--- src/rtl/cc_rd_fill_pkg.sv ---
// Shared constants for the CC_RD_FILL family: FSM states, error codes and
// fill-header bit positions.
package cc_rd_fill_pkg;

   typedef enum logic [3:0] {
      ST_IDLE,
      ST_SEL,
      ST_WAIT_ACQ,
      ST_CHK,
      ST_GET_HDR,
      ST_ERROR,
      ST_ECHO_CSN1,
      ST_ECHO_CSN2,
      ST_ECHO_CC1,
      ST_ECHO_CC2,
      ST_GET_DDR3,
      ST_DONE
   } state_e;

   typedef enum logic [1:0] {
      ERR_NONE        = 2'd0,
      ERR_FIFO_EMPTY  = 2'd1,
      ERR_ACQ_TIMEOUT = 2'd2,
      ERR_BAD_REQ     = 2'd3
   } err_e;

   localparam int ASYNC_BIT    = 26;
   localparam int SELFTRIG_BIT = 123;
   localparam int TRIG_SEL_BIT = 24;
   localparam int ADDR_LSB     = 53;
   localparam int BURST_LSB    = 128;

   function automatic int chan_w(input int n);
      return (n > 1) ? $clog2(n) : 1;
   endfunction

endpackage

--- src/rtl/cc_fill_hdr_decode.sv ---
// Selects one channel's FWFT header head and decodes the DDR3 start address,
// burst count and zero-burst flag. Purely combinational.
module cc_fill_hdr_decode
   import cc_rd_fill_pkg::*;
#(
   parameter int NUM_CHAN = 5,
   parameter int ADDR_W   = 23,
   parameter int BURST_W  = 24,
   parameter int HDR_W    = 152,
   parameter int CHAN_W   = chan_w(NUM_CHAN)
) (
   input  logic [NUM_CHAN*HDR_W-1:0] hdr_fifo_out,
   input  logic [CHAN_W-1:0]         chan,
   input  logic                      en_fixed_start_addr,
   input  logic [ADDR_W-1:0]         fixed_start_addr,
   output logic [ADDR_W-1:0]         start_addr,
   output logic [BURST_W-1:0]        burst_cnt,
   output logic                      zero_burst
);

   logic [HDR_W-1:0] hdr;
   logic             unused_hdr;

   // NOTE: every always_comb output gets a default first, so no path leaves it unassigned and no latch is inferred.
   always_comb begin
      hdr = '0;
      for (int c = 0; c < NUM_CHAN; c++) begin
         if (int'(chan) == c) hdr = hdr_fifo_out[c*HDR_W +: HDR_W];
      end
   end

   // Address source priority: software override, async trigger, self trigger, header field.
   always_comb begin
      if (en_fixed_start_addr)     start_addr = fixed_start_addr;
      else if (hdr[ASYNC_BIT])     start_addr = '0;
      else if (hdr[SELFTRIG_BIT])  start_addr = {hdr[TRIG_SEL_BIT], {(ADDR_W-1){1'b0}}};
      else                         start_addr = hdr[ADDR_LSB +: ADDR_W];
   end

   assign burst_cnt  = hdr[BURST_LSB +: BURST_W];
   assign zero_burst = (burst_cnt == '0);
   assign unused_hdr = ^hdr;

endmodule

--- src/rtl/cc_rd_fill_mc_sm.sv ---
// Multi-channel CC_RD_FILL command machine: picks a channel header FIFO, waits for
// its acquisition, pops the header, echoes CSN/CC and then streams DDR3 data.
module cc_rd_fill_mc_sm
   import cc_rd_fill_pkg::*;
#(
   parameter int NUM_CHAN = 5,
   parameter int ADDR_W   = 23,
   parameter int BURST_W  = 24,
   parameter int HDR_W    = 152,
   parameter int TO_W     = 24,
   parameter int CHAN_W   = chan_w(NUM_CHAN)
) (
   input  logic                      clk,
   input  logic                      reset_n,
   input  logic                      run_sm,
   input  logic [CHAN_W-1:0]         chan_sel,
   input  logic [TO_W-1:0]           timeout_limit,
   output logic                      sm_running,
   output logic                      sm_done,
   output logic                      tx_tvalid,
   output logic                      tx_tlast,
   input  logic                      tx_tready,
   output logic                      send_csn,
   output logic                      send_cmd,
   output logic                      send_inv_cmd,
   input  logic [NUM_CHAN-1:0]       hdr_fifo_empty,
   output logic [NUM_CHAN-1:0]       hdr_fifo_rd_en,
   input  logic [NUM_CHAN*HDR_W-1:0] hdr_fifo_out,
   input  logic [NUM_CHAN-1:0]       acq_done_latch,
   input  logic [ADDR_W-1:0]         fixed_start_addr,
   input  logic                      en_fixed_start_addr,
   output logic [ADDR_W-1:0]         ddr3_rd_start_addr,
   output logic [BURST_W-1:0]        ddr3_rd_burst_cnt,
   output logic                      enable_reading,
   input  logic                      reading_done,
   output logic                      use_ddr3_data,
   input  logic                      aurora_ddr3_accept,
   output logic [1:0]                err_code,
   output logic [15:0]               fill_count
);

   state_e                cs_q, ns;
   logic [CHAN_W-1:0]     ch_q, ch_d;
   logic [TO_W-1:0]       to_cnt_q, to_cnt_d, to_cnt_inc;
   logic [ADDR_W-1:0]     addr_q, addr_d, dec_addr;
   logic [BURST_W-1:0]    burst_q, burst_d, dec_burst;
   logic                  zero_burst_q, zero_burst_d, dec_zero;
   logic [BURST_W+1:0]    words_q, words_d;
   logic                  words_zero_q;
   logic                  err_q, err_d;
   err_e                  err_code_q, err_code_d;
   logic [15:0]           fill_cnt_q, fill_cnt_d;
   logic                  rd_sync1_q, rd_sync2_q;
   logic                  ch_valid, acq_sel, empty_sel;

   logic                  running_q, running_d, done_q, done_d;
   logic                  tvalid_q, tvalid_d, tlast_q, tlast_d;
   logic                  csn_q, csn_d, cmd_q, cmd_d, inv_q, inv_d;
   logic [NUM_CHAN-1:0]   rd_en_q, rd_en_d;
   logic                  en_rd_q, en_rd_d, use_q, use_d;

   cc_fill_hdr_decode #(
      .NUM_CHAN (NUM_CHAN),
      .ADDR_W   (ADDR_W),
      .BURST_W  (BURST_W),
      .HDR_W    (HDR_W),
      .CHAN_W   (CHAN_W)
   ) u_hdr_decode (
      .hdr_fifo_out        (hdr_fifo_out),
      .chan                (ch_q),
      .en_fixed_start_addr (en_fixed_start_addr),
      .fixed_start_addr    (fixed_start_addr),
      .start_addr          (dec_addr),
      .burst_cnt           (dec_burst),
      .zero_burst          (dec_zero)
   );

   assign ch_valid   = int'(ch_q) < NUM_CHAN;
   assign to_cnt_inc = to_cnt_q + TO_W'(1);

   always_comb begin
      acq_sel   = 1'b0;
      empty_sel = 1'b0;
      for (int c = 0; c < NUM_CHAN; c++) begin
         if (int'(ch_q) == c) begin
            acq_sel   = acq_done_latch[c];
            empty_sel = hdr_fifo_empty[c];
         end
      end
   end

   always_comb begin
      ns           = cs_q;
      ch_d         = ch_q;
      to_cnt_d     = to_cnt_q;
      addr_d       = addr_q;
      burst_d      = burst_q;
      zero_burst_d = zero_burst_q;
      words_d      = words_q;
      err_d        = err_q;
      err_code_d   = err_code_q;
      fill_cnt_d   = fill_cnt_q;

      case (cs_q)
         ST_IDLE: begin
            if (run_sm) begin
               ns         = ST_SEL;
               ch_d       = chan_sel;
               err_d      = 1'b0;
               err_code_d = ERR_NONE;
            end
         end
         ST_SEL: begin
            if (!ch_valid) begin
               ns         = ST_ERROR;
               err_code_d = ERR_BAD_REQ;
            end else begin
               ns       = ST_WAIT_ACQ;
               to_cnt_d = '0;
            end
         end
         ST_WAIT_ACQ: begin
            // acq_done wins over a coincident timeout.
            if (acq_sel) begin
               ns = ST_CHK;
            end else if (timeout_limit != '0 && to_cnt_inc == timeout_limit) begin
               ns         = ST_ERROR;
               err_code_d = ERR_ACQ_TIMEOUT;
            end else begin
               to_cnt_d = to_cnt_inc;
            end
         end
         ST_CHK: begin
            if (empty_sel) begin
               ns         = ST_ERROR;
               err_code_d = ERR_FIFO_EMPTY;
            end else begin
               ns           = ST_GET_HDR;
               addr_d       = dec_addr;
               burst_d      = dec_burst;
               zero_burst_d = dec_zero;
               words_d      = {dec_burst, 2'b00};
            end
         end
         ST_GET_HDR: begin
            if (zero_burst_q) begin
               ns         = ST_ERROR;
               err_code_d = ERR_BAD_REQ;
            end else begin
               ns = ST_ECHO_CSN1;
            end
         end
         ST_ERROR: begin
            err_d = 1'b1;
            ns    = ST_ECHO_CSN1;
         end
         ST_ECHO_CSN1: if (tx_tready) ns = ST_ECHO_CSN2;
         ST_ECHO_CSN2: ns = ST_ECHO_CC1;
         ST_ECHO_CC1:  if (tx_tready) ns = ST_ECHO_CC2;
         ST_ECHO_CC2:  ns = err_q ? ST_DONE : ST_GET_DDR3;
         ST_GET_DDR3: begin
            if (aurora_ddr3_accept && words_q != '0) words_d = words_q - 1'b1;
            if (rd_sync2_q && words_zero_q) ns = ST_DONE;
         end
         ST_DONE: ns = ST_IDLE;
         default: ns = ST_IDLE;
      endcase

      if (!run_sm) ns = ST_IDLE;
      if (ns == ST_DONE && !err_d) fill_cnt_d = fill_cnt_q + 16'd1;
   end

   // Outputs are decoded from the next state so they are valid on state entry.
   always_comb begin
      running_d = (ns != ST_IDLE);
      done_d    = (ns == ST_DONE);
      tvalid_d  = (ns == ST_ECHO_CSN2) || (ns == ST_ECHO_CC2);
      tlast_d   = (ns == ST_ECHO_CC2) && err_d;
      csn_d     = (ns == ST_ECHO_CSN1) || (ns == ST_ECHO_CSN2);
      cmd_d     = (ns == ST_ECHO_CC1) && !err_d;
      inv_d     = (ns == ST_ECHO_CC1) && err_d;
      en_rd_d   = (ns == ST_GET_DDR3);
      use_d     = en_rd_d || ((ns == ST_DONE) && !err_d);
      rd_en_d   = '0;
      for (int c = 0; c < NUM_CHAN; c++) begin
         rd_en_d[c] = (ns == ST_GET_HDR) && (int'(ch_q) == c);
      end
   end

   // NOTE: sequential state uses non-blocking assignments so every flop samples pre-edge values.
   always_ff @(posedge clk or negedge reset_n) begin
      if (!reset_n) begin
         cs_q         <= ST_IDLE;
         ch_q         <= '0;
         to_cnt_q     <= '0;
         addr_q       <= '0;
         burst_q      <= '0;
         zero_burst_q <= 1'b0;
         words_q      <= '0;
         words_zero_q <= 1'b1;
         err_q        <= 1'b0;
         err_code_q   <= ERR_NONE;
         fill_cnt_q   <= '0;
         rd_sync1_q   <= 1'b0;
         rd_sync2_q   <= 1'b0;
         running_q    <= 1'b0;
         done_q       <= 1'b0;
         tvalid_q     <= 1'b0;
         tlast_q      <= 1'b0;
         csn_q        <= 1'b0;
         cmd_q        <= 1'b0;
         inv_q        <= 1'b0;
         rd_en_q      <= '0;
         en_rd_q      <= 1'b0;
         use_q        <= 1'b0;
      end else begin
         cs_q         <= ns;
         ch_q         <= ch_d;
         to_cnt_q     <= to_cnt_d;
         addr_q       <= addr_d;
         burst_q      <= burst_d;
         zero_burst_q <= zero_burst_d;
         words_q      <= words_d;
         words_zero_q <= (words_d == '0);
         err_q        <= err_d;
         err_code_q   <= err_code_d;
         fill_cnt_q   <= fill_cnt_d;
         // reading_done comes from another clock domain.
         rd_sync1_q   <= reading_done;
         rd_sync2_q   <= rd_sync1_q;
         running_q    <= running_d;
         done_q       <= done_d;
         tvalid_q     <= tvalid_d;
         tlast_q      <= tlast_d;
         csn_q        <= csn_d;
         cmd_q        <= cmd_d;
         inv_q        <= inv_d;
         rd_en_q      <= rd_en_d;
         en_rd_q      <= en_rd_d;
         use_q        <= use_d;
      end
   end

   assign sm_running         = running_q;
   assign sm_done            = done_q;
   assign tx_tvalid          = tvalid_q;
   assign tx_tlast           = tlast_q;
   assign send_csn           = csn_q;
   assign send_cmd           = cmd_q;
   assign send_inv_cmd       = inv_q;
   assign hdr_fifo_rd_en     = rd_en_q;
   assign enable_reading     = en_rd_q;
   assign use_ddr3_data      = use_q;
   assign ddr3_rd_start_addr = addr_q;
   assign ddr3_rd_burst_cnt  = burst_q;
   assign err_code           = err_code_q;
   assign fill_count         = fill_cnt_q;

endmodule

--- config.mk ---
export PLATFORM = sky130hd
export DESIGN_NAME = cc_rd_fill_mc_sm
export DESIGN_NICKNAME = d
export VERILOG_FILES = /design/src/rtl/cc_rd_fill_pkg.sv /design/src/rtl/cc_fill_hdr_decode.sv /design/src/rtl/cc_rd_fill_mc_sm.sv
export SDC_FILE = /design/constraint.sdc
export NUM_CORES = 1
export LEC_CHECK = 0
export BUFFER_PORTS_ARGS = -buffer_cell sky130_fd_sc_hd__buf_4
export CORE_AREA = 3 3 351 353
export DETAILED_ROUTE_END_ITERATION = 6
export DIE_AREA = 0 0 354 356
export GPL_TIMING_DRIVEN = 0
export SETUP_SLACK_MARGIN = 0.05
export SLEW_MARGIN = 30
export SYNTH_ARGS = -nofsm -noshare
export SYNTH_HDL_FRONTEND = slang
export SYNTH_SLANG_ARGS = --single-unit
--- constraint.sdc ---
create_clock -name clk -period 5.8 [get_ports clk]
set_clock_uncertainty 0.1 [all_clocks]
set_input_delay 1.16 -clock clk [delete_from_list [all_inputs] [get_ports clk]]
set_output_delay 1.16 -clock clk [all_outputs]
set_load 0.05 [all_outputs]
# Yosys cells after proc, flatten, opt, wreduce, memory -nomap -nowiden
# Cells that the tools add are included.
[totals] ff_bits=141 latch_bits=0 ramBits=0 mem_bits_ro=0 out_inout_bits=79 elab_cells=132 memories=0
[classes] addsub=3 mul=0 div_mod_pow=0 magnitude_cmp=1 n_eq_ne=30 n_shift=0 mux=45 bitwise_logic=1 reduce_logical=29
[ops] op="152-bit 2-to-1 mux" count=5
[ops] op="24-bit 2-to-1 mux" count=3
[ops] op="23-bit 2-to-1 mux" count=3
[ops] op="26-bit 2-to-1 mux" count=2
[ops] op="26-bit case mux with 2 select lines" count=1
[ops] op="24-bit case mux with 2 select lines" count=1
[ops] op="4-bit case mux with 11 select lines" count=1
[ops] op="4-bit by 3-bit == test with 1-bit output (second input constant)" count=7
[ops] op="4-bit == test (second input constant)" count=7
[ops] op="26-bit zero test" count=1
[ops] op="26-bit nonzero test" count=1
[ops] op="26-bit by 1-bit subtractor with 26-bit output (second input constant)" count=1
[ops] op="24-bit by 1-bit adder with 24-bit output (second input constant)" count=1
[ops] op="24-bit == test" count=1
[ops] op="24-bit zero test" count=1
[ops] op="4-bit 2-to-1 mux" count=6
[ops] op="24-bit nonzero test" count=1
[ops] op="16-bit by 1-bit adder with 16-bit output (second input constant)" count=1
[ops] op="2-bit inequality test (second input constant)" count=8
[ops] op="2-bit 2-to-1 mux" count=7
[ops] op="1-bit 2-to-1 mux" count=13
[ops] op="1-bit logical AND" count=12
[ops] op="2-bit case mux with 5 select lines" count=1
[ops] op="3-bit == test (second input constant)" count=3
[ops] op="other kinds (17)" count=21

# Logic depth before layout (Yosys ltp)
# Gate-level depths: netlist of run 1.
[depth] depth_word=12 ltp_mapped=12

# Modules after synthesis
# A second synthesis of run 1 with hierarchy kept.
[hier_totals] cells_unflattened=1199 area_unflattened_um2=10742.8
[modules_own_cells] mod="cc_rd_fill_mc_sm" instances=1 cells_each=985 area_each_um2=8419.3
[modules_own_cells] mod="cc_fill_hdr_decode" instances=1 cells_each=214 area_each_um2=2323.5

# Least setup slack after synthesis of run 1
# Ideal clock, no wire load.
[synth_timing] kind="input -> register" startpoint="input aurora_ddr3_accept" endpoint="register words_zero_q" setup_ns=0.063 arrival_ns=3.433 required_time_ns=5.637 setup_slack_ns=2.204 stages=8 n_path_buf=0 path_cell_list="or3b_2 -> or3_1 -> a2111oi_0 -> o21ai_0 -> a221o_1 -> or3_1 -> nor4_1 -> and4_1"
[synth_via] elab_chain_cells=4
[synth_rtl] element="start, declared" line="cc_rd_fill_mc_sm.sv:37" source="input logic aurora_ddr3_accept,"
[synth_rtl] element="1-bit logical AND" line="cc_rd_fill_mc_sm.sv:162" source="if (aurora_ddr3_accept && words_q != '0) words_d = words_q - 1'b1;"
[synth_rtl] element="26-bit 2-to-1 mux" line="cc_rd_fill_mc_sm.sv:162"
[synth_rtl] element="26-bit case mux with 2 select lines" line="cc_rd_fill_mc_sm.sv:104" source="case (cs_q)"
[synth_rtl] element="via words_d[15]" line="cc_rd_fill_mc_sm.sv:48" source="logic [BURST_W+1:0] words_q, words_d;"
[synth_rtl] element="26-bit zero test" line="cc_rd_fill_mc_sm.sv:224" source="words_zero_q <= (words_d == '0);"
[synth_rtl] element="end signal, assigned" line="cc_rd_fill_mc_sm.sv:224"
[synth_rtl] element="end, declared" line="cc_rd_fill_mc_sm.sv:49" source="logic words_zero_q;"
# The timed path passes the listed nets, and every way through them passes these cells.
# A chain may end at the register's enable or synchronous reset.

# Worst setup path in the final report of run 1
[layout_timing] startpoint="register ch_q[1]" endpoint="register addr_q[14], in the netlist ddr3_rd_start_addr[14]"
[layout_via] elab_chain_cells=9 word_cells_on_any_way=20 classes_between="eq/ne: 4; mux: 13; bitwise: 1; reduce/logical: 2"
[layout_rtl] element="start, declared" line="cc_rd_fill_mc_sm.sv:43" source="logic [CHAN_W-1:0] ch_q, ch_d;"
[layout_rtl] element="start signal, assigned" line="cc_rd_fill_mc_sm.sv:218" source="ch_q <= ch_d;"
[layout_rtl] element="3-bit zero test" line="cc_fill_hdr_decode.sv:28, cc_rd_fill_mc_sm.sv:85"
[layout_rtl] element="152-bit 2-to-1 mux (5 in series)" line="cc_fill_hdr_decode.sv:28" source="if (int'(chan) == c) hdr = hdr_fifo_out[c*HDR_W +: HDR_W];"
[layout_rtl] element="23-bit 2-to-1 mux" line="cc_fill_hdr_decode.sv:36" source="else if (hdr[SELFTRIG_BIT]) start_addr = {hdr[TRIG_SEL_BIT], {(ADDR_W-1){1'b0}}};"
[layout_rtl] element="23-bit 2-to-1 mux" line="cc_fill_hdr_decode.sv:35" source="else if (hdr[ASYNC_BIT]) start_addr = '0;"
[layout_rtl] element="23-bit 2-to-1 mux" line="cc_fill_hdr_decode.sv:34" source="if (en_fixed_start_addr) start_addr = fixed_start_addr;"
[layout_rtl] element="end signal, assigned" line="cc_rd_fill_mc_sm.sv:220" source="addr_q <= addr_d;"
[layout_rtl] element="end, declared" line="cc_rd_fill_mc_sm.sv:45" source="logic [ADDR_W-1:0] addr_q, addr_d, dec_addr;"
# Several ways; a longest one is shown, not always the timed one.

==> impl_summary.log, run 1 <==
[metrics] run status: complete, no violations
[metrics] arrival time of the worst setup path: 5.52 ns
[metrics] clock-pin slew on the worst setup and hold paths: 0.08 ns
[metrics] number of vias in the routed layout: 12100
[metrics] startpoint of the most critical hold path: rd_sync1_q
[metrics] count of hold buffers inserted by post-cts repair: 0
[metrics] # rows: around 130
[metrics] Pre-antenna DRT Iters: 5
[metrics] Clock Tree Buf Depth: 2
[metrics] clk sink count: 141
[metrics] number of instances in the placed design: between 3000 and 4000
[metrics] ratio of total power to cell area: about 440 nW/um2
[metrics] buffer cell driving the clock tree root: clkbuf_16
[metrics] Worst Tran Pin Value: slightly above 1 ns
[metrics] count of yosys warnings during synthesis: 0
[metrics] R2R Setup Slk: ~0.54 ns
[metrics] number of cells produced by synthesis: ~1200
[metrics] Detailed Place HPWL: 60.3 mm
[metrics] clock latency reported for the late side of the worst-skew pair: around 0.51 ns
[metrics] asr flop ratio synth: 1.00
[metrics] final cell utilization of the core: 0.134
[metrics] commonest non-fill, non-tap cells in the layout: 396 x buf_4, 140 x dfrtp_1, 133 x nand2_1, 92 x a22oi_1, 84 x o21ai_0
[metrics] post-synthesis area per instance: roughly 8.5 um2
[metrics] final setup violating endpoints: 0
[metrics] gr usage total: 0.108
[metrics] antenna violations before repair: 17
[metrics] Core Region: 120000 um2
[metrics] area of the mapped netlist: 10400 um2
[metrics] number of nets with antenna violations after detailed routing: 0
[metrics] reg-to-reg critical path startpoint: ch_q[1]
[metrics] fill cell count: ~14000
[metrics] die area: around 130000 um2
[metrics] endpoints failing hold: 0
[metrics] DRC violation count after routing: 0
[metrics] # nets final: approximately 2500
[metrics] Post-Layout Cell Count: ~3300
[metrics] Max Clock Freq: 0.190 GHz
[metrics] CTS tree: done
[metrics] count of cells along the worst hold path: 0
[metrics] setup ws final: 0.535 ns
[metrics] final max-slew violation count: 0
[metrics] vias in the first global route: approximately 12000
[metrics] global-route wire length before repair: ~94 mm
[metrics] cell area reported after detailed placement: ~15000 um2
[metrics] share of final-layout standard cells stronger than drive strength 1: 0.312
[metrics] number of H-tree levels: 4
[metrics] Synth Register Bits: about 140
[metrics] # port buffers: about 400
[metrics] routability congestion estimate: around 0.92
[metrics] I/O pin cnt: a little over 900
[metrics] CP bufs+invs: 6
[metrics] cells on worst reg2reg path: 9
[metrics] Max-Slew Margin vs Limit: 0.320
[metrics] DRC violation total after the first TritonRoute iteration: roughly 900
[metrics] unrepaired setup endpoints after global routing: no
[metrics] most numerous cell on the critical path: clkbuf_1
[metrics] class of the most critical setup path: reg -> reg
[metrics] leakage: 6.75 nW
[metrics] leading cell type in the layout, fill and taps excluded: buf_4
[metrics] critical-path cell list: clkbuf_1, clkbuf_1, buf_2, clkbuf_2, buf_16, clkbuf_1, o22ai_1, a22oi_1, o21ai_0
[metrics] Final Critical Period: 5.26 ns
[metrics] Setup Buffers After CTS: 0
[metrics] Die X: 354 um
[metrics] final cell area excluding filler cells: ~16000 um2
[metrics] routed wire length per instance: approximately 21 um
[metrics] Critical Path Slowest Stage Cell: dfrtp_1
[metrics] Worst EP required: between 6 and 7 ns
[metrics] worst slack after detailed placement: ~0.37 ns
[metrics] die height: between 300 and 400 um
[metrics] family with the most delay on the worst path: buffers and inverters
[metrics] most instantiated flip-flop cell in the synthesis netlist: dfrtp_1
[metrics] MaxCap Viol Count: 0
[metrics] Worst setup SP type: register
[metrics] post-route fraction of the period consumed by the critical path: 0.908
[metrics] final wirelength: around 70 mm
[metrics] Hold Crit Class: reg -> reg
[metrics] number of vias per cell after detailed routing: around 3.7
[metrics] syn nets: ~2000
[metrics] maximum number of pins on one net before global-route repair: 70
[metrics] number of enable flip-flop cells after synthesis: 0
[metrics] Design Power: 0.00717 W
[metrics] cts repair resizes: 0
[metrics] Worst R2R End: ddr3_rd_start_addr[14]
[metrics] Area Growth Syn to Fin: 55.9%
[metrics] GRT overflow: 0
[metrics] Worst setup EP type: register
[metrics] number of buffers added by the clock tree synthesis step: 17
[metrics] proportion of synthesized chip area in sequential cells: 0.341
[metrics] distinct cell type count of the synthesized netlist: 84
[metrics] delay of the slowest cell on the worst path: ~0.84 ns
[metrics] capture endpoint of the worst hold path: rd_sync2_q
[metrics] Initial Utilization: 0.0862
[metrics] peak ir drop on the vdd network: around 0.00028 V
[metrics] highest fanout seen on the critical path: 11
==> metal layers <==
layer  GRT usage  wire [um]
met1       0.147      33100
met5           0         13
met2       0.161      29800
met4      0.0447       2670
met3      0.0252       4560
==> synth_stat cells, types with 7 or more instances <==
cell type / number / area share
mux2_2: 9 / 0.0098
nand4_1: 26 / 0.016
a221o_1: 15 / 0.015
a31oi_1: 8 / 0.0048
o22ai_1: 26 / 0.016
nand3_1: 40 / 0.019
inv_1: 28 / 0.010
a211oi_1: 11 / 0.0080
nand2_1: 133 / 0.048
buf_2: 22 / 0.011
nor4_1: 25 / 0.015
nand2b_1: 10 / 0.0060
or3_1: 25 / 0.015
clkbuf_1: 65 / 0.024
a22o_1: 9 / 0.0076
and3_1: 8 / 0.0048
xor2_1: 11 / 0.0093
nor2_1: 77 / 0.028
or2_2: 7 / 0.0042
o21ai_0: 85 / 0.041
a211o_1: 8 / 0.0068
a21oi_1: 31 / 0.015
and4_1: 8 / 0.0068
o2bb2ai_1: 10 / 0.0085
mux4_2: 10 / 0.022
mux2i_1: 50 / 0.048
xnor2_1: 29 / 0.025
dfrtp_1: 140 / 0.34
nor3_1: 43 / 0.021
or4_1: 11 / 0.0080
a22oi_1: 92 / 0.067
o211ai_1: 7 / 0.0051
buf_1: 11 / 0.0040
nor2b_1: 13 / 0.0079
a21o_1: 26 / 0.019
==> power by group <==
group	switching, W	leakage (nW)	internal, W
Clock	0.000573	0.294	0.000655
Combinational	0.00309	4.59	0.00138
Sequential	0.000237	1.86	0.00123
==> layout make-up <==
cell class | count | area (um2) | share of cell area
Multi-Input combinational cell | 954 | 6340 | 0.393
Sequential cell | 141 | 3530 | 0.219
Timing Repair Buffer | 402 | 3080 | 0.191
Tap cell | 1612 | 2020 | 0.125
Buffer | 100 | 428 | 0.0265
Clock buffer | 17 | 425 | 0.0264
Clock inverter | 15 | 190 | 0.0118
Inverter | 28 | 105 | 0.00651
Antenna cell | 9 | 22.5 | 0.00140
==> through the flow <==
stage          hold slack [ns]  TNS (ns)
2_1_floorplan            0.231         0
3_3_place_gp             0.238     -7.23
3_5_place_dp             0.240         0
4_1_cts                  0.254         0
5_1_grt                  0.261         0
6_report                 0.251         0
==> sequential cells by signal, summed over array words and instances (netlist names), 2 cells and up <==
signal,flops
ch_q,3
cs_q,4
ddr3_rd_burst_cnt,24
ddr3_rd_start_addr,23
err_code,2
fill_count,16
hdr_fifo_rd_en,5
to_cnt_q,24
words_q,26
==> worst register-to-register path, stage by stage, from the launching register on <==
cell	delay (ns)
dfrtp_1	0.84
clkbuf_1	0.66
clkbuf_1	0.77
buf_2	0.54
clkbuf_2	0.36
buf_16	0.19
clkbuf_1	0.70
o22ai_1	0.56
a22oi_1	0.29
o21ai_0	0.10
==> logic make-up after synthesis <==
family / after synthesis / synth area share
and+or+nand+nor: 463 / 0.234
AOI/OAI and AO/OA: 378 / 0.256
DFF: 141 / 0.341
buffers and inverters: 128 / 0.0499
muxes: 69 / 0.0799
xor gates and xnor gates: 40 / 0.0338
adders and majority gates: 4 / 0.00484
==> worst max path at each step <==
stage,from,end,cells past startpoint
after floorplan,aurora_ddr3_accept,words_zero_q,8
after global routing,ch_q[0],ddr3_rd_start_addr[19],10
after global placement,ch_q[1],ddr3_rd_start_addr[13],8
final,ch_q[1],ddr3_rd_start_addr[14],9
after CTS,ch_q[1],ddr3_rd_start_addr[11],9
after detailed placement,ch_q[1],ddr3_rd_start_addr[11],9
No activity file was read; power rests on OpenSTA's default activity.
==> run 2: changes to the inputs <==
--- a/config.mk
+++ b/config.mk
@@ -6,10 +6,12 @@
 export NUM_CORES = 1
 export LEC_CHECK = 0
 export BUFFER_PORTS_ARGS = -buffer_cell sky130_fd_sc_hd__buf_4
+export CAP_MARGIN = 20
 export CORE_AREA = 3 3 351 353
 export DETAILED_ROUTE_END_ITERATION = 6
 export DIE_AREA = 0 0 354 356
 export GPL_TIMING_DRIVEN = 0
+export RECOVER_POWER = 100
 export SETUP_SLACK_MARGIN = 0.05
 export SLEW_MARGIN = 30
 export SYNTH_ARGS = -nofsm -noshare
==> run 2 against run 1 <==
The flow now finishes with violations (capacitance limit, slew limit). Wire length is essentially flat. Die area is the same. Non-clock buffer count is the same. Register-to-register slack lost 0.03 ns. Flip-flop and latch count is the same. Utilization shrank 0.30 points. Fmax shrank 0.59%. Final area shrank 2.2%. First-iteration DRC count grew 2.5%. Count of clock-buffer cells in the layout is the same. Global-route usage is the same. Via count shrank 0.53%.
==> impl_summary.log, run 2 (same netlist as run 1, synthesis figures left out) <==
[metrics] number of H-tree levels: 4 (unchanged)
[metrics] Worst EP required: 6.05 ns (about the same)
[metrics] Worst Tran Pin Value: 2.78 ns (+1.76 ns)
[metrics] I/O pin cnt: 906 (unchanged)
[metrics] Hold Crit Class: reg -> reg
[metrics] launch point of the worst path: ch_q[1]
[metrics] clock latency reported for the late side of the worst-skew pair: 0.51 ns (about the same)
[metrics] final wirelength: 70.1 mm (about the same)
[metrics] setup ws final: 0.504 ns (-0.0315 ns)
[metrics] class of the most critical setup path: reg -> reg
[metrics] GRT overflow: 0 (unchanged)
[metrics] clock-pin slew on the worst setup and hold paths: 0.08 ns (about the same)
[metrics] number of instances in the placed design: 3237 (unchanged)
[metrics] number of vias in the routed layout: 12000 (-0.53%)
[metrics] cts repair resizes: 0 (unchanged)
[metrics] count of hold buffers inserted by post-cts repair: 0 (unchanged)
[metrics] Area Growth Syn to Fin: 52.5%
[metrics] startpoint of the most critical hold path: rd_sync1_q
[metrics] cell area reported after detailed placement: 15500 um2 (unchanged)
[metrics] Initial Utilization: 0.0862 (unchanged)
[metrics] failing checks: capacitance limit, slew limit
[metrics] Post-Layout Cell Count: 3276 (-0.061%)
[metrics] Design Power: 0.00701 W (-2.1%)
[metrics] count of cells along the worst hold path: 0 (unchanged)
[metrics] Max Clock Freq: 0.189 GHz (-0.59%)
[metrics] Setup Buffers After CTS: 0 (unchanged)
[metrics] vias in the first global route: 12000 (unchanged)
[metrics] share of final-layout standard cells stronger than drive strength 1: 0.260 (-0.0519)
[metrics] ratio of total power to cell area: 444 nW/um2 (about the same)
[metrics] highest fanout seen on the critical path: 10 (-1)
[metrics] maximum number of pins on one net before global-route repair: 70 (unchanged)
[metrics] max reg flops: 26 (unchanged)
[metrics] Final Critical Period: 5.30 ns (+0.0315 ns)
[metrics] Die X: 354 um (unchanged)
[metrics] unrepaired setup endpoints after global routing: no
[metrics] endpoints failing hold: 0 (unchanged)
[metrics] Core Region: 120000 um2 (unchanged)
[metrics] # port buffers: 395 (unchanged)
[metrics] DRC violation total after the first TritonRoute iteration: 926 (+2.5%)
[metrics] final setup violating endpoints: 0 (unchanged)
[metrics] commonest non-fill, non-tap cells in the layout: 316 x buf_4, 140 x dfrtp_1, 139 x clkbuf_1, 133 x nand2_1, 92 x a22oi_1
[metrics] number of vias per cell after detailed routing: 3.67 (-0.47%)
[metrics] gr usage total: 0.108 (unchanged)
[metrics] number of nets with antenna violations after detailed routing: 0 (unchanged)
[metrics] final setup TNS: 0 ns (unchanged)
[metrics] routability congestion estimate: 0.919 (unchanged)
[metrics] clk sink count: 141 (unchanged)
[metrics] # nets final: 2475 (unchanged)
[metrics] number of buffers added by the clock tree synthesis step: 17 (unchanged)
[metrics] CTS tree: done
[metrics] global-route wire length before repair: 93.8 mm (unchanged)
[metrics] Max-Slew Margin vs Limit: -0.851 (-1.17)
[metrics] final max-slew violation count: 75 (+75)
[metrics] Worst setup EP type: register
[metrics] post-route fraction of the period consumed by the critical path: 0.913 (+0.00543)
[metrics] reg-to-reg critical path startpoint: ch_q[1]
[metrics] die height: 356 um (unchanged)
[metrics] arrival time of the worst setup path: 5.54 ns (+0.02 ns)
[metrics] Pre-antenna DRT Iters: 7 (+2)
[metrics] buffer cell driving the clock tree root: clkbuf_16
[metrics] run status: finished with violations
[metrics] worst slack after detailed placement: 0.372 ns (unchanged)
[metrics] final cell area excluding filler cells: 15800 um2 (-2.2%)
[metrics] Detailed Place HPWL: 60.3 mm (unchanged)
[metrics] Clock Tree Buf Depth: 2 (unchanged)
[metrics] Worst setup SP type: register
[metrics] register containing the most flip-flops in the final layout: words_q
[metrics] leakage: 6.41 nW (-5.0%)
[metrics] routed wire length per instance: 21.4 um (about the same)
[metrics] DRC violation count after routing: 0 (unchanged)
[metrics] die area: 126000 um2 (unchanged)
[metrics] peak ir drop on the vdd network: 0.000276 V (-1.2%)
[metrics] leading cell type in the layout, fill and taps excluded: buf_4
[metrics] # rows: 127 (unchanged)
[metrics] cells on worst reg2reg path: 9 (unchanged)
[metrics] MaxCap Viol Count: 3 (+3)
[metrics] antenna violations before repair: 17 (unchanged)
## run 2: cell types whose count changed in the layout (fill, tap and decap cells not counted), sizes merged
cell / change
buf: -89
clkbuf: +88
clkdlybuf4s25: +1
diode: -2
## run 2: area by class of cell
class	count	area [um2]
antenna	7	17.5
fill	14000	104000
timing repair buffer	402	2760
buffer	100	427
clock buffer	17	425
inverter	28	105
clock inverter	15	190
multi-input combinational	954	6320
sequential	141	3530
tap	1612	2020
## run 2: power by group
part / total [W] / internal (W) / switching [W]
Sequential: 0.00146 / 0.00123 / 0.000231
Combinational: 0.00433 / 0.00124 / 0.00309
Clock: 0.00122 / 0.000654 / 0.000568
Total: 0.00701 / 0.00313 / 0.00389
## run 2: worst max-delay path: stages, from the launching register on
cell	delay [ns]
dfrtp_1	0.83
clkbuf_1	0.63
clkbuf_1	0.77
buf_2	0.55
clkbuf_2	0.33
buf_16	0.19
clkbuf_1	0.76
o22ai_1	0.53
a22oi_1	0.27
o21ai_0	0.10
## run 2: through the flow
step,hold WS (ns),util
after floorplan,0.231,-
after global placement,0.238,0.128
after detailed placement,0.240,0.129
after CTS,0.254,0.134
after global routing,0.261,0.131
final,0.251,0.131
## run 2: final timing paths
check                                          to  slack [ns]
min in group asynchronous            to_cnt_q[20]        0.95
max in group asynchronous  ddr3_rd_start_addr[12]        0.99
setup / recovery           ddr3_rd_start_addr[12]        0.50
hold / removal                         rd_sync2_q        0.25
hold reg to reg                        rd_sync2_q        0.25
setup reg to reg           ddr3_rd_start_addr[12]        0.50
## run 2: routing by layer
metal / vias to the layer above / global-route usage / share of wire
met4: 2 / 0.0447 / 0.039
met1: 5799 / 0.147 / 0.47
met3: 97 / 0.0252 / 0.068
li1: 5512 / - / -
met5: - / 0 / 0.00019
met2: 627 / 0.161 / 0.42
==> run 3: changes to the inputs <==
==> constraint.sdc (replaced) <==
create_clock -name clk -period 6.2 [get_ports clk]
set_clock_uncertainty 0.1 [all_clocks]
set_input_delay 1.24 -clock clk [delete_from_list [all_inputs] [get_ports clk]]
set_output_delay 1.24 -clock clk [all_outputs]
set_load 0.05 [all_outputs]
==> run 3 against run 2 <==
The flow still finishes with violations (capacitance limit, slew limit). Count of clock-buffer cells in the layout stayed put. Critical path depth is 1 higher. First-iteration DRC count is 4.1% higher. Non-clock buffer count stayed put. Combinational power is 6.5% lower. Register-to-register slack better by 0.25 ns. Flip-flop and latch count stayed put.
==> impl_summary.log, run 3 (same netlist as run 1, synthesis figures left out) <==
[metrics] run status: finished with violations
[metrics] failing checks: capacitance limit, slew limit
[metrics] launch point of the worst path: ch_q[2]
[metrics] final max-slew violation count: 97 (+29%)
[metrics] maximum number of pins on one net before global-route repair: 70 (unchanged)
[metrics] Core Region: 120000 um2 (unchanged)
[metrics] unrepaired setup endpoints after global routing: no
[metrics] DRC violation count after routing: 0 (unchanged)
[metrics] Clock Tree Buf Depth: 2 (unchanged)
[metrics] number of buffers added by the clock tree synthesis step: 17 (unchanged)
[metrics] share of final-layout standard cells stronger than drive strength 1: 0.260 (-0.000604)
[metrics] Worst Tran Pin Value: 1.93 ns (-0.845 ns)
[metrics] Die X: 354 um (unchanged)
[metrics] Detailed Place HPWL: 60.3 mm (unchanged)
[metrics] ratio of total power to cell area: 416 nW/um2 (-6.4%)
[metrics] MaxCap Viol Count: 3 (unchanged)
[metrics] Final Critical Period: 5.45 ns (+0.149 ns)
[metrics] die area: 126000 um2 (unchanged)
[metrics] class of the most critical setup path: reg -> reg
[metrics] global-route wire length before repair: 93.8 mm (unchanged)
[metrics] Internal: 0.00292 W (-6.5%)
[metrics] GRT overflow: 0 (unchanged)
[metrics] Worst EP required: 6.52 ns (+0.47 ns)
[metrics] number of nets with antenna violations after detailed routing: 0 (unchanged)
[metrics] Max-Slew Margin vs Limit: -0.288 (+0.563)
[metrics] register containing the most flip-flops in the final layout: words_q
[metrics] count of hold buffers inserted by post-cts repair: 0 (unchanged)
[metrics] Critical Path Slowest Stage Cell: dfrtp_1
[metrics] multi-input logic area: 6320 um2 (unchanged)
[metrics] I/O pin cnt: 906 (unchanged)
[metrics] fill cell count: 14000 (-0.021%)
[metrics] number of H-tree levels: 4 (unchanged)
[metrics] arrival time of the worst setup path: 5.77 ns (+0.23 ns)
[metrics] # nets final: 2475 (unchanged)
[metrics] # rows: 127 (unchanged)
[metrics] CTS tree: done
[metrics] routability congestion estimate: 0.919 (unchanged)
[metrics] Area Growth Syn to Fin: 52.4% (about the same)
[metrics] # port buffers: 395 (unchanged)
[metrics] Worst setup SP type: register
[metrics] clock-pin slew on the worst setup and hold paths: 0.08 ns (about the same)
[metrics] Pre-antenna DRT Iters: 7 (unchanged)
[metrics] share of power burned in combinational logic: 0.618 (about the same)
[metrics] antenna violations before repair: 17 (unchanged)
[metrics] final setup violating endpoints: 0 (unchanged)
[metrics] number of vias per cell after detailed routing: 3.71 (+0.85%)
[metrics] buffer cell driving the clock tree root: clkbuf_16
[metrics] final cell area excluding filler cells: 15800 um2 (about the same)
[metrics] sequential cell area: 3530 um2 (unchanged)
[metrics] fraction of power consumed by sequential logic: 0.208 (about the same)
[metrics] DRC violation total after the first TritonRoute iteration: 964 (+4.1%)
[metrics] gr usage total: 0.108 (unchanged)
[metrics] Clock power frac: 0.174 (about the same)
[metrics] die height: 356 um (unchanged)
[metrics] final wirelength: 70.1 mm (about the same)
[metrics] number of instances in the placed design: 3237 (unchanged)
[metrics] cell area reported after detailed placement: 15500 um2 (unchanged)
[metrics] Worst setup EP type: register
[metrics] critical-path cell list: clkbuf_1, nor4bb_1, a211o_1, clkbuf_1, clkbuf_1, clkbuf_1, clkbuf_2, clkbuf_1, nand2_1, o21ai_0
[metrics] number of vias in the routed layout: 12100 (+0.79%)
[metrics] post-route fraction of the period consumed by the critical path: 0.878 (-0.0349)
[metrics] routed wire length per instance: 21.4 um (about the same)
[metrics] reg-to-reg critical path startpoint: ch_q[2]
[metrics] Setup Buffers After CTS: 0 (unchanged)
[metrics] cts repair resizes: 0 (unchanged)
[metrics] startpoint of the most critical hold path: rd_sync1_q
[metrics] Hold Crit Class: reg -> reg
[metrics] most numerous cell on the critical path: clkbuf_1
[metrics] highest fanout seen on the critical path: 11 (+1)
[metrics] clock latency reported for the late side of the worst-skew pair: 0.51 ns (about the same)
[metrics] proportion of total power due to net switching: 0.554 (about the same)
[metrics] Post-Layout Cell Count: 3274 (-0.061%)
[metrics] vias in the first global route: 12000 (unchanged)
[metrics] power dissipated by switching net loads: 0.00363 W (-6.5%)
[metrics] peak ir drop on the vdd network: 0.000258 V (-6.6%)
[metrics] leading cell type in the layout, fill and taps excluded: buf_4
[metrics] Max Clock Freq: 0.184 GHz (-2.7%)
[metrics] max reg flops: 26 (unchanged)
[metrics] endpoints failing hold: 0 (unchanged)
[metrics] delay of the slowest cell on the worst path: 0.69 ns (-0.14 ns)
[metrics] clk sink count: 141 (unchanged)
[metrics] commonest non-fill, non-tap cells in the layout: 316 x buf_4, 141 x clkbuf_1, 140 x dfrtp_1, 133 x nand2_1, 92 x a22oi_1
[metrics] leakage: 6.40 nW (about the same)
[metrics] Initial Utilization: 0.0862 (unchanged)
## run 3: changes by cell type in the layout (fill, tap and decap cells not counted)
cell / change
clkdlybuf4s25_1: -1
clkbuf_2: -3
buf_2: +2
clkbuf_1: +2
diode_2: -2
## run 3: final cells by class
cell class / count / area share
Multi-Input combinational cell: 954 / 0.401
Sequential cell: 141 / 0.224
Timing Repair Buffer: 402 / 0.174
Tap cell: 1612 / 0.128
Clock buffer: 17 / 0.0270
Buffer: 100 / 0.0269
Clock inverter: 15 / 0.0121
Inverter: 28 / 0.00666
Antenna cell: 5 / 0.000793
## run 3: power by group through the flow
| stage | Clock [W] | Sequential [W] | Combinational [W] |
|---|---|---|---|
| CTS | 0.00119 | 0.00137 | 0.00427 |
| global placement | 0 | 0.00137 | 0.00421 |
| floorplan | 0 | 0.00179 | 0.00190 |
| detailed placement | 0 | 0.00138 | 0.00426 |
| global route | 0.00122 | 0.00140 | 0.00437 |
| finish | 0.00114 | 0.00136 | 0.00405 |
## run 3: worst paths after layout
path                                          to  slack, ns  cells past startpoint
max in group asynchronous   ddr3_rd_burst_cnt[6]       1.97                      3
setup / recovery           ddr3_rd_start_addr[3]       0.75                     10
setup reg to reg           ddr3_rd_start_addr[3]       0.75                     10
hold / removal                        rd_sync2_q       0.25                      0
hold reg to reg                       rd_sync2_q       0.25                      0
min in group asynchronous           to_cnt_q[20]       1.08                      1
## run 3: metal layers
metal / track usage / wire length [um] / up-vias
met1: 0.147 / 33300 / 5859
li1: - / - / 5515
met2: 0.161 / 29600 / 650
met3: 0.0252 / 4440 / 106
met4: 0.0447 / 2800 / 2
met5: 0 / 13 / -
## run 3: stage by stage
stage | util | total power, W | hold slack (ns) | TNS, ns | worst slack [ns]
6_report | 0.131 | 0.00656 | 0.251 | 0 | 0.755
3_3_place_gp | 0.128 | 0.00559 | 0.238 | -1.38 | -0.224
2_1_floorplan | - | 0.00369 | 0.231 | 0 | 2.52
3_5_place_dp | 0.129 | 0.00565 | 0.240 | 0 | 0.772
5_1_grt | 0.131 | 0.00699 | 0.261 | 0 | 0.445
4_1_cts | 0.134 | 0.00684 | 0.254 | 0 | 0.708
## run 3: worst max-delay path, delay by kind of cell, from the launching register on
family	cells	cell delay (ns)
buffers and inverters	6	3.42
AND/OR/NAND/NOR	2	0.81
flip-flops	1	0.69
AO/OA/AOI/OAI	2	0.27
